--- src/rtl/cipher_pkg.sv ---
`default_nettype none
// ============================================================================
//  Module      : cipher_pkg
//  Description : Shared constants, types and the pi (byte transpose) helper
//                for the iterative round datapath.
//  Revision    : 1.0 - initial release
// ============================================================================
package cipher_pkg;

    localparam int STATE_W    = 128;
    localparam int BYTE_W     = 8;
    localparam int NUM_ROUNDS = 8;
    localparam int KEY_SLOTS  = NUM_ROUNDS + 1;
    localparam int ROUND_W    = 4;

    typedef logic [STATE_W-1:0] state_t;
    typedef logic [ROUND_W-1:0] round_t;

    // State is a 4x4 byte matrix, row-major, byte (0,0) in the top bits.
    // Output byte (i,j) takes input byte (j,i). The transpose is its own
    // inverse, so the decryption path calls this same function.
    function automatic state_t pi_transpose(input state_t s);
        state_t t;
        t = '0;
        for (int i = 0; i < 4; i++) begin
            for (int j = 0; j < 4; j++) begin
                t[STATE_W-1-BYTE_W*(4*i+j) -: BYTE_W] =
                    s[STATE_W-1-BYTE_W*(4*j+i) -: BYTE_W];
            end
        end
        return t;
    endfunction

endpackage : cipher_pkg
`default_nettype wire

--- src/rtl/buf2_fifo.sv ---
`default_nettype none
// ============================================================================
//  Module      : buf2_fifo
//  Description : Two-entry valid/ready FIFO with a registered upstream ready.
//                An entry written at edge N is visible on the output side
//                right after edge N, so an empty FIFO adds one cycle.
//  Ports       : clk, rst      - clock, asynchronous active-high reset
//                i_valid/o_ready/i_data  - upstream handshake and payload
//                o_valid/i_ready/o_data  - downstream handshake and payload
//  Revision    : 1.0 - initial release
// ============================================================================
module buf2_fifo #(
    parameter int WIDTH = 8
) (
    input  logic             clk,
    input  logic             rst,
    input  logic             i_valid,
    output logic             o_ready,
    input  logic [WIDTH-1:0] i_data,
    output logic             o_valid,
    input  logic             i_ready,
    output logic [WIDTH-1:0] o_data
);

    logic [WIDTH-1:0] r_mem [2];
    logic             r_wr_ptr;
    logic             r_rd_ptr;
    logic [1:0]       r_count;
    logic             r_ready;

    logic             w_push;
    logic             w_pop;
    logic [1:0]       w_count_next;

    assign w_push = i_valid && r_ready;
    assign w_pop  = (r_count != 2'd0) && i_ready;

    always_comb begin
        w_count_next = r_count;
        case ({w_push, w_pop})
            2'b10:   w_count_next = r_count + 2'd1;
            2'b01:   w_count_next = r_count - 2'd1;
            default: w_count_next = r_count;
        endcase
    end

    always_ff @(posedge clk or posedge rst) begin
        if (rst) begin
            for (int i = 0; i < 2; i++) begin
                r_mem[i] <= '0;
            end
            r_wr_ptr <= 1'b0;
            r_rd_ptr <= 1'b0;
            r_count  <= 2'd0;
            // Held low through reset; rises on the first edge afterwards.
            r_ready  <= 1'b0;
        end else begin
            if (w_push) begin
                r_mem[r_wr_ptr] <= i_data;
                r_wr_ptr        <= ~r_wr_ptr;
            end
            if (w_pop) begin
                r_rd_ptr <= ~r_rd_ptr;
            end
            r_count <= w_count_next;
            // Ready is a pure register of the next occupancy, so there is
            // no combinational path from i_ready to o_ready.
            r_ready <= (w_count_next != 2'd2);
        end
    end

    assign o_ready = r_ready;
    assign o_valid = (r_count != 2'd0);
    assign o_data  = r_mem[r_rd_ptr];

endmodule : buf2_fifo
`default_nettype wire

--- src/rtl/pi_sigma_stage.sv ---
`default_nettype none
// ============================================================================
//  Module      : pi_sigma_stage
//  Description : Round stage after theta. pi transposes the 4x4 byte state,
//                sigma XORs it with the round key of the current round.
//                Holds the round-key slots and the per-block round counter;
//                results leave through a two-entry valid/ready buffer.
//  Ports       : clk, rst                 - clock, async active-high reset
//                i_key_we/addr/wdata      - round-key slot write
//                i_in_valid/o_in_ready    - input handshake
//                i_in_data, i_in_first    - diffused state, new-block flag
//                o_out_valid/i_out_ready  - output handshake
//                o_out_data/round/last    - result, its round, final round
//                o_seq_err                - sticky round-sequencing error
//  Revision    : 1.0 - initial release
// ============================================================================
module pi_sigma_stage #(
    parameter int NUM_ROUNDS = 8,
    parameter int STATE_W    = 128
) (
    input  logic               clk,
    input  logic               rst,
    input  logic               i_key_we,
    input  logic [3:0]         i_key_addr,
    input  logic [STATE_W-1:0] i_key_wdata,
    input  logic               i_in_valid,
    output logic               o_in_ready,
    input  logic [STATE_W-1:0] i_in_data,
    input  logic               i_in_first,
    output logic               o_out_valid,
    input  logic               i_out_ready,
    output logic [STATE_W-1:0] o_out_data,
    output logic [3:0]         o_out_round,
    output logic               o_out_last,
    output logic               o_seq_err
);

    import cipher_pkg::*;

    localparam int     SLOTS      = NUM_ROUNDS + 1;
    localparam int     BUF_W      = STATE_W + ROUND_W;
    localparam round_t LAST_ROUND = round_t'(NUM_ROUNDS);

    // Slot 0 is the whitening key; it is stored here but only read upstream.
    logic [STATE_W-1:0] r_key [SLOTS];
    round_t             r_round;
    logic               r_seq_err;

    logic               w_in_ready;
    logic               w_accept;
    round_t             w_k;
    logic               w_seq_viol;
    logic [STATE_W-1:0] w_sigma;
    logic [BUF_W-1:0]   w_buf_out;

    assign w_accept = i_in_valid && w_in_ready;

    // Round index for the beat on the input. A continuation beat is only
    // legal mid-block; after the final round (or before any block) it is
    // restarted at round 1 and flagged.
    always_comb begin
        w_k        = round_t'(1);
        w_seq_viol = 1'b0;
        if (i_in_first) begin
            w_k = round_t'(1);
        end else if ((r_round != '0) && (r_round < LAST_ROUND)) begin
            w_k = r_round + round_t'(1);
        end else begin
            w_seq_viol = 1'b1;
        end
    end

    // Key is read from the register as it stood before this edge, so a
    // same-cycle write to the same slot only affects later beats.
    assign w_sigma = pi_transpose(i_in_data) ^ r_key[w_k];

    always_ff @(posedge clk or posedge rst) begin
        if (rst) begin
            for (int i = 0; i < SLOTS; i++) begin
                r_key[i] <= '0;
            end
        end else if (i_key_we && (i_key_addr <= LAST_ROUND)) begin
            r_key[i_key_addr] <= i_key_wdata;
        end
    end

    // Counter and error only move on an accepted beat; a full buffer
    // leaves both untouched.
    always_ff @(posedge clk or posedge rst) begin
        if (rst) begin
            r_round   <= '0;
            r_seq_err <= 1'b0;
        end else if (w_accept) begin
            r_round <= w_k;
            if (w_seq_viol) begin
                r_seq_err <= 1'b1;
            end
        end
    end

    buf2_fifo #(
        .WIDTH (BUF_W)
    ) u_out_buf (
        .clk     (clk),
        .rst     (rst),
        .i_valid (i_in_valid),
        .o_ready (w_in_ready),
        .i_data  ({w_sigma, w_k}),
        .o_valid (o_out_valid),
        .i_ready (i_out_ready),
        .o_data  (w_buf_out)
    );

    assign o_in_ready  = w_in_ready;
    assign o_out_data  = w_buf_out[BUF_W-1:ROUND_W];
    assign o_out_round = w_buf_out[ROUND_W-1:0];
    assign o_out_last  = (w_buf_out[ROUND_W-1:0] == LAST_ROUND);
    assign o_seq_err   = r_seq_err;

endmodule : pi_sigma_stage
`default_nettype wire

--- config.mk ---
export PLATFORM = sky130hd
export DESIGN_NAME = pi_sigma_stage
export DESIGN_NICKNAME = d
export VERILOG_FILES = /design/src/rtl/cipher_pkg.sv /design/src/rtl/buf2_fifo.sv /design/src/rtl/pi_sigma_stage.sv
export SDC_FILE = /design/constraint.sdc
export NUM_CORES = 2
export LEC_CHECK = 0
export ABC_AREA = 1
export CORE_UTILIZATION = 35
export CTS_BUF_LIST = sky130_fd_sc_hd__clkbuf_8
export DETAILED_ROUTE_END_ITERATION = 7
export GPL_ROUTABILITY_DRIVEN = 0
export GPL_TIMING_DRIVEN = 0
export PLACE_DENSITY = 0.58
export SYNTH_ARGS = -nofsm -noshare
export SYNTH_HDL_FRONTEND = slang
export SYNTH_HIERARCHICAL = 1
export SYNTH_SLANG_ARGS = --single-unit
export TNS_END_PERCENT = 10
--- constraint.sdc ---
create_clock -name clk -period 89.3 [get_ports clk]
set_input_delay 8.93 -clock clk [delete_from_list [all_inputs] [get_ports clk]]
set_output_delay 8.93 -clock clk [all_outputs]
set_load 0.02 [all_outputs]
==> results.tsv <==
metric	value	unit
vias in the first global route	63212	
setup TNS	0	ps
area of the multi-input gates	28500	um2
flops & latches, synth	1426	
failing checks	capacitance limit, slew limit	
final setup violation count	0	
Sequential Power Share	0.342	
Pwr Density	32.7	nW/um2
GRT Total Usage	0.283	
Psw	0.00118	W
Max Buffers Root-to-Sink	3	
first-pass GRT wire length	416000	um
Area contributors post-synth	dfrtp_1 52%, nand2_1 13%, nand3_1 11%, o21ai_0 7.5%, a21oi_1 2.8%	
vias per cell	5.41	
fin util	0.417	
routed len/inst	23.2	um
Avg Inst Size Synth	7.84	um2
DIE AREA	198000	um2
sequential cell area	35700	um2
reg2reg path depth	15	
CP Capture Type	primary output	
Post-CTS Setup Inserts	0	
Worst-Skew Late Latency	1040	ps
via count	66385	
Layout Nets	9709	
CTS clock-pin slew for the worst setup and hold paths	60	ps
crit path launch type	register	
peak supply drop	22.5	uV
Crit Path Category	register to primary output	
Synth Flop Type	dfrtp_1	
final max-slew violation count	11	
max-cap viol count	1	
RSZ-0062 raised after global routing	false	
Int Power	0.00149	W
Post-Syn Area	68800	um2
sequential area share after synthesis	0.518	
CTS Buf Count	237	
post-synthesis cell count	8786	
most frequent cell after synthesis	nand2_1	
Post-synth ARST share	1.00	
port bufs	401	
arrival time worst endpoint	3990	ps
Achievable Freq	0.0774	GHz
initial antenna violation count	19	
Sink Count	1426	
largest net degree at the start of global routing	129	
post-synth top area share	0.518	
number of cells on the critical path	6	
core footprint	195000	um2
clock root cell	clkbuf_8	
1st-iter DRT viols	7541	
share of cells above drive strength 1	0.0774	
Logic pwr share	0.436	
required time of the critical path	80370	ps
Synth Net Count	9055	
TritonCTS clock tree	built	
crit path max-delay cell type	buf_1	
Synth Warn #	6	
Die Y	446	um
Rows	162	
post-DP HPWL	210000	um
crit path cell chain	buf_2, buf_2, buf_1, nand2_1, nand2_1, clkdlybuf4s50_1	
largest stage delay on the critical path	1020	ps
Max FO, Critical Path	10	
outcome	finished with violations	
CTS Hold Buffers Added	0	
post-cts sizing count	0	
Top Family by Delay on Critical Path	buffers and inverters	
max_slew headroom	-0.0742	
Tmin final	12920	ps
Final Hold Violating Endpoints	0	
EDFF count, synth	0	
Lkg Pwr	38.6	nW
I/O pins	402	
final worst path period share	0.145	
grt ovf	0	
post-route ant nets	0	
H-tree levels	4	
Die W	446	um
CP bufs+invs	4	
Net Sw Frac	0.442	
P&R area growth vs syn	18.3	%
worst hold path class	register to register	
Final Skew	66.4	ps
Filler cells	19991	
Worst-Margin Slew	1610	ps
Remaining DRCs	0	
Hold Path Depth	2	
most frequent cells after synthesis	2,473 x nand2_1, 1,543 x nand3_1, 1,426 x dfrtp_1	
Initial Utilization	0.353	
Clock power frac	0.222	
Routed Wire Length	285000	um
DRT Pass-1 Iters	7	
Yosys cell types	26	
area leader, netlist	dfrtp_1	
[final cells by class]
type,count,area share
Multi-Input combinational cell,6232,0.350
Inverter,409,0.0190
Sequential cell,1426,0.438
Tap cell,2624,0.0403
Clock buffer,301,0.0509
Antenna cell,14,0.000430
Timing Repair Buffer,415,0.0539
Buffer,719,0.0392
Clock inverter,123,0.00845
[power groups by stage]
stage	registers [W]	clock network [W]	logic [W]
after floorplan	0.000898	0	0.000695
after global placement	0.000916	0	0.00113
after detailed placement	0.000916	0	0.00115
after CTS	0.000906	0.000600	0.00115
after global routing	0.000929	0.000630	0.00126
final	0.000910	0.000592	0.00116
[path summary, 6_finish.rpt]
kind / start / to / slack [ps]
setup / recovery: u_out_buf/r_rd_ptr / o_out_data[61] / 76380
hold / removal: u_out_buf/r_mem[170] / u_out_buf/r_mem[170] / 480
setup reg to reg: r_round[0] / u_out_buf/r_mem[80] / 84850
hold reg to reg: u_out_buf/r_mem[170] / u_out_buf/r_mem[170] / 480
max in group asynchronous: rst / r_key[187] / 77790
min in group asynchronous: rst / u_out_buf/r_mem[126] / 8520
[through the flow]
step | instances | setup slack (ps) | power [W] | area [um2] | hold slack (ps)
after floorplan | 8786 | 47780 | 0.00159 | 68800 | 453
final | 12263 | 76380 | 0.00266 | 81400 | 478
after global placement | 11811 | 34290 | 0.00205 | 76100 | 465
after detailed placement | 11825 | 76250 | 0.00206 | 76600 | 468
after CTS | 12249 | 76290 | 0.00266 | 81400 | 482
after global routing | 12254 | 76300 | 0.00282 | 81400 | 496
[worst reg2reg max path, delay by kind of cell, from the launching register on]
kind | cells | cell delay (ps)
simple gates | 8 | 1470
fa+ha+maj | 1 | 220
compound gates | 1 | 120
flops | 1 | 530
buf+inv | 5 | 1950
[cells by family (layout without fill, tap and decap cells)]
group	after synthesis	in the layout	share of synthesized area
AOI/OAI and AO/OA	1549	1549	0.119
other	0	14	0
DFF	1426	1426	0.518
and+or+nand+nor	4678	4678	0.293
buffers and inverters	1128	1967	0.0683
xor gates and xnor gates	2	2	0.000254
adders and majority gates	3	3	0.000545
[per-layer routing]
layer	routed length, um	vias up	track usage
li1	-	30591	-
met1	113000	32246	0.359
met2	129000	2953	0.443
met3	22700	595	0.0533
met4	19900	0	0.181
met5	0	-	0
[placed cells by master, fill, tap and decap left out, types with 4 or more instances in the layout]
cell	n
nand2_1	2473
nand3_1	1543
dfrtp_1	1426
o21ai_0	1030
inv_1	481
clkbuf_1	419
clkdlybuf4s50_1	401
nor2_1	390
a21oi_1	384
clkbuf_8	301
nand4_1	261
buf_2	196
o21ai_2	123
buf_1	51
buf_6	29
clkinv_2	25
clkbuf_2	23
diode_2	14
buf_16	13
o21ai_1	11
inv_2	7
inv_8	5
inv_12	4
[sequential cells by signal, summed over array words and instances (netlist names)]
register / flops
u_out_buf/r_rd_ptr: 1
u_out_buf/r_mem: 264
r_key: 1152
o_seq_err: 1
u_out_buf/o_ready: 1
u_out_buf/r_count: 2
u_out_buf/r_wr_ptr: 1
r_round: 4
No activity file was read; power rests on OpenSTA's default activity.
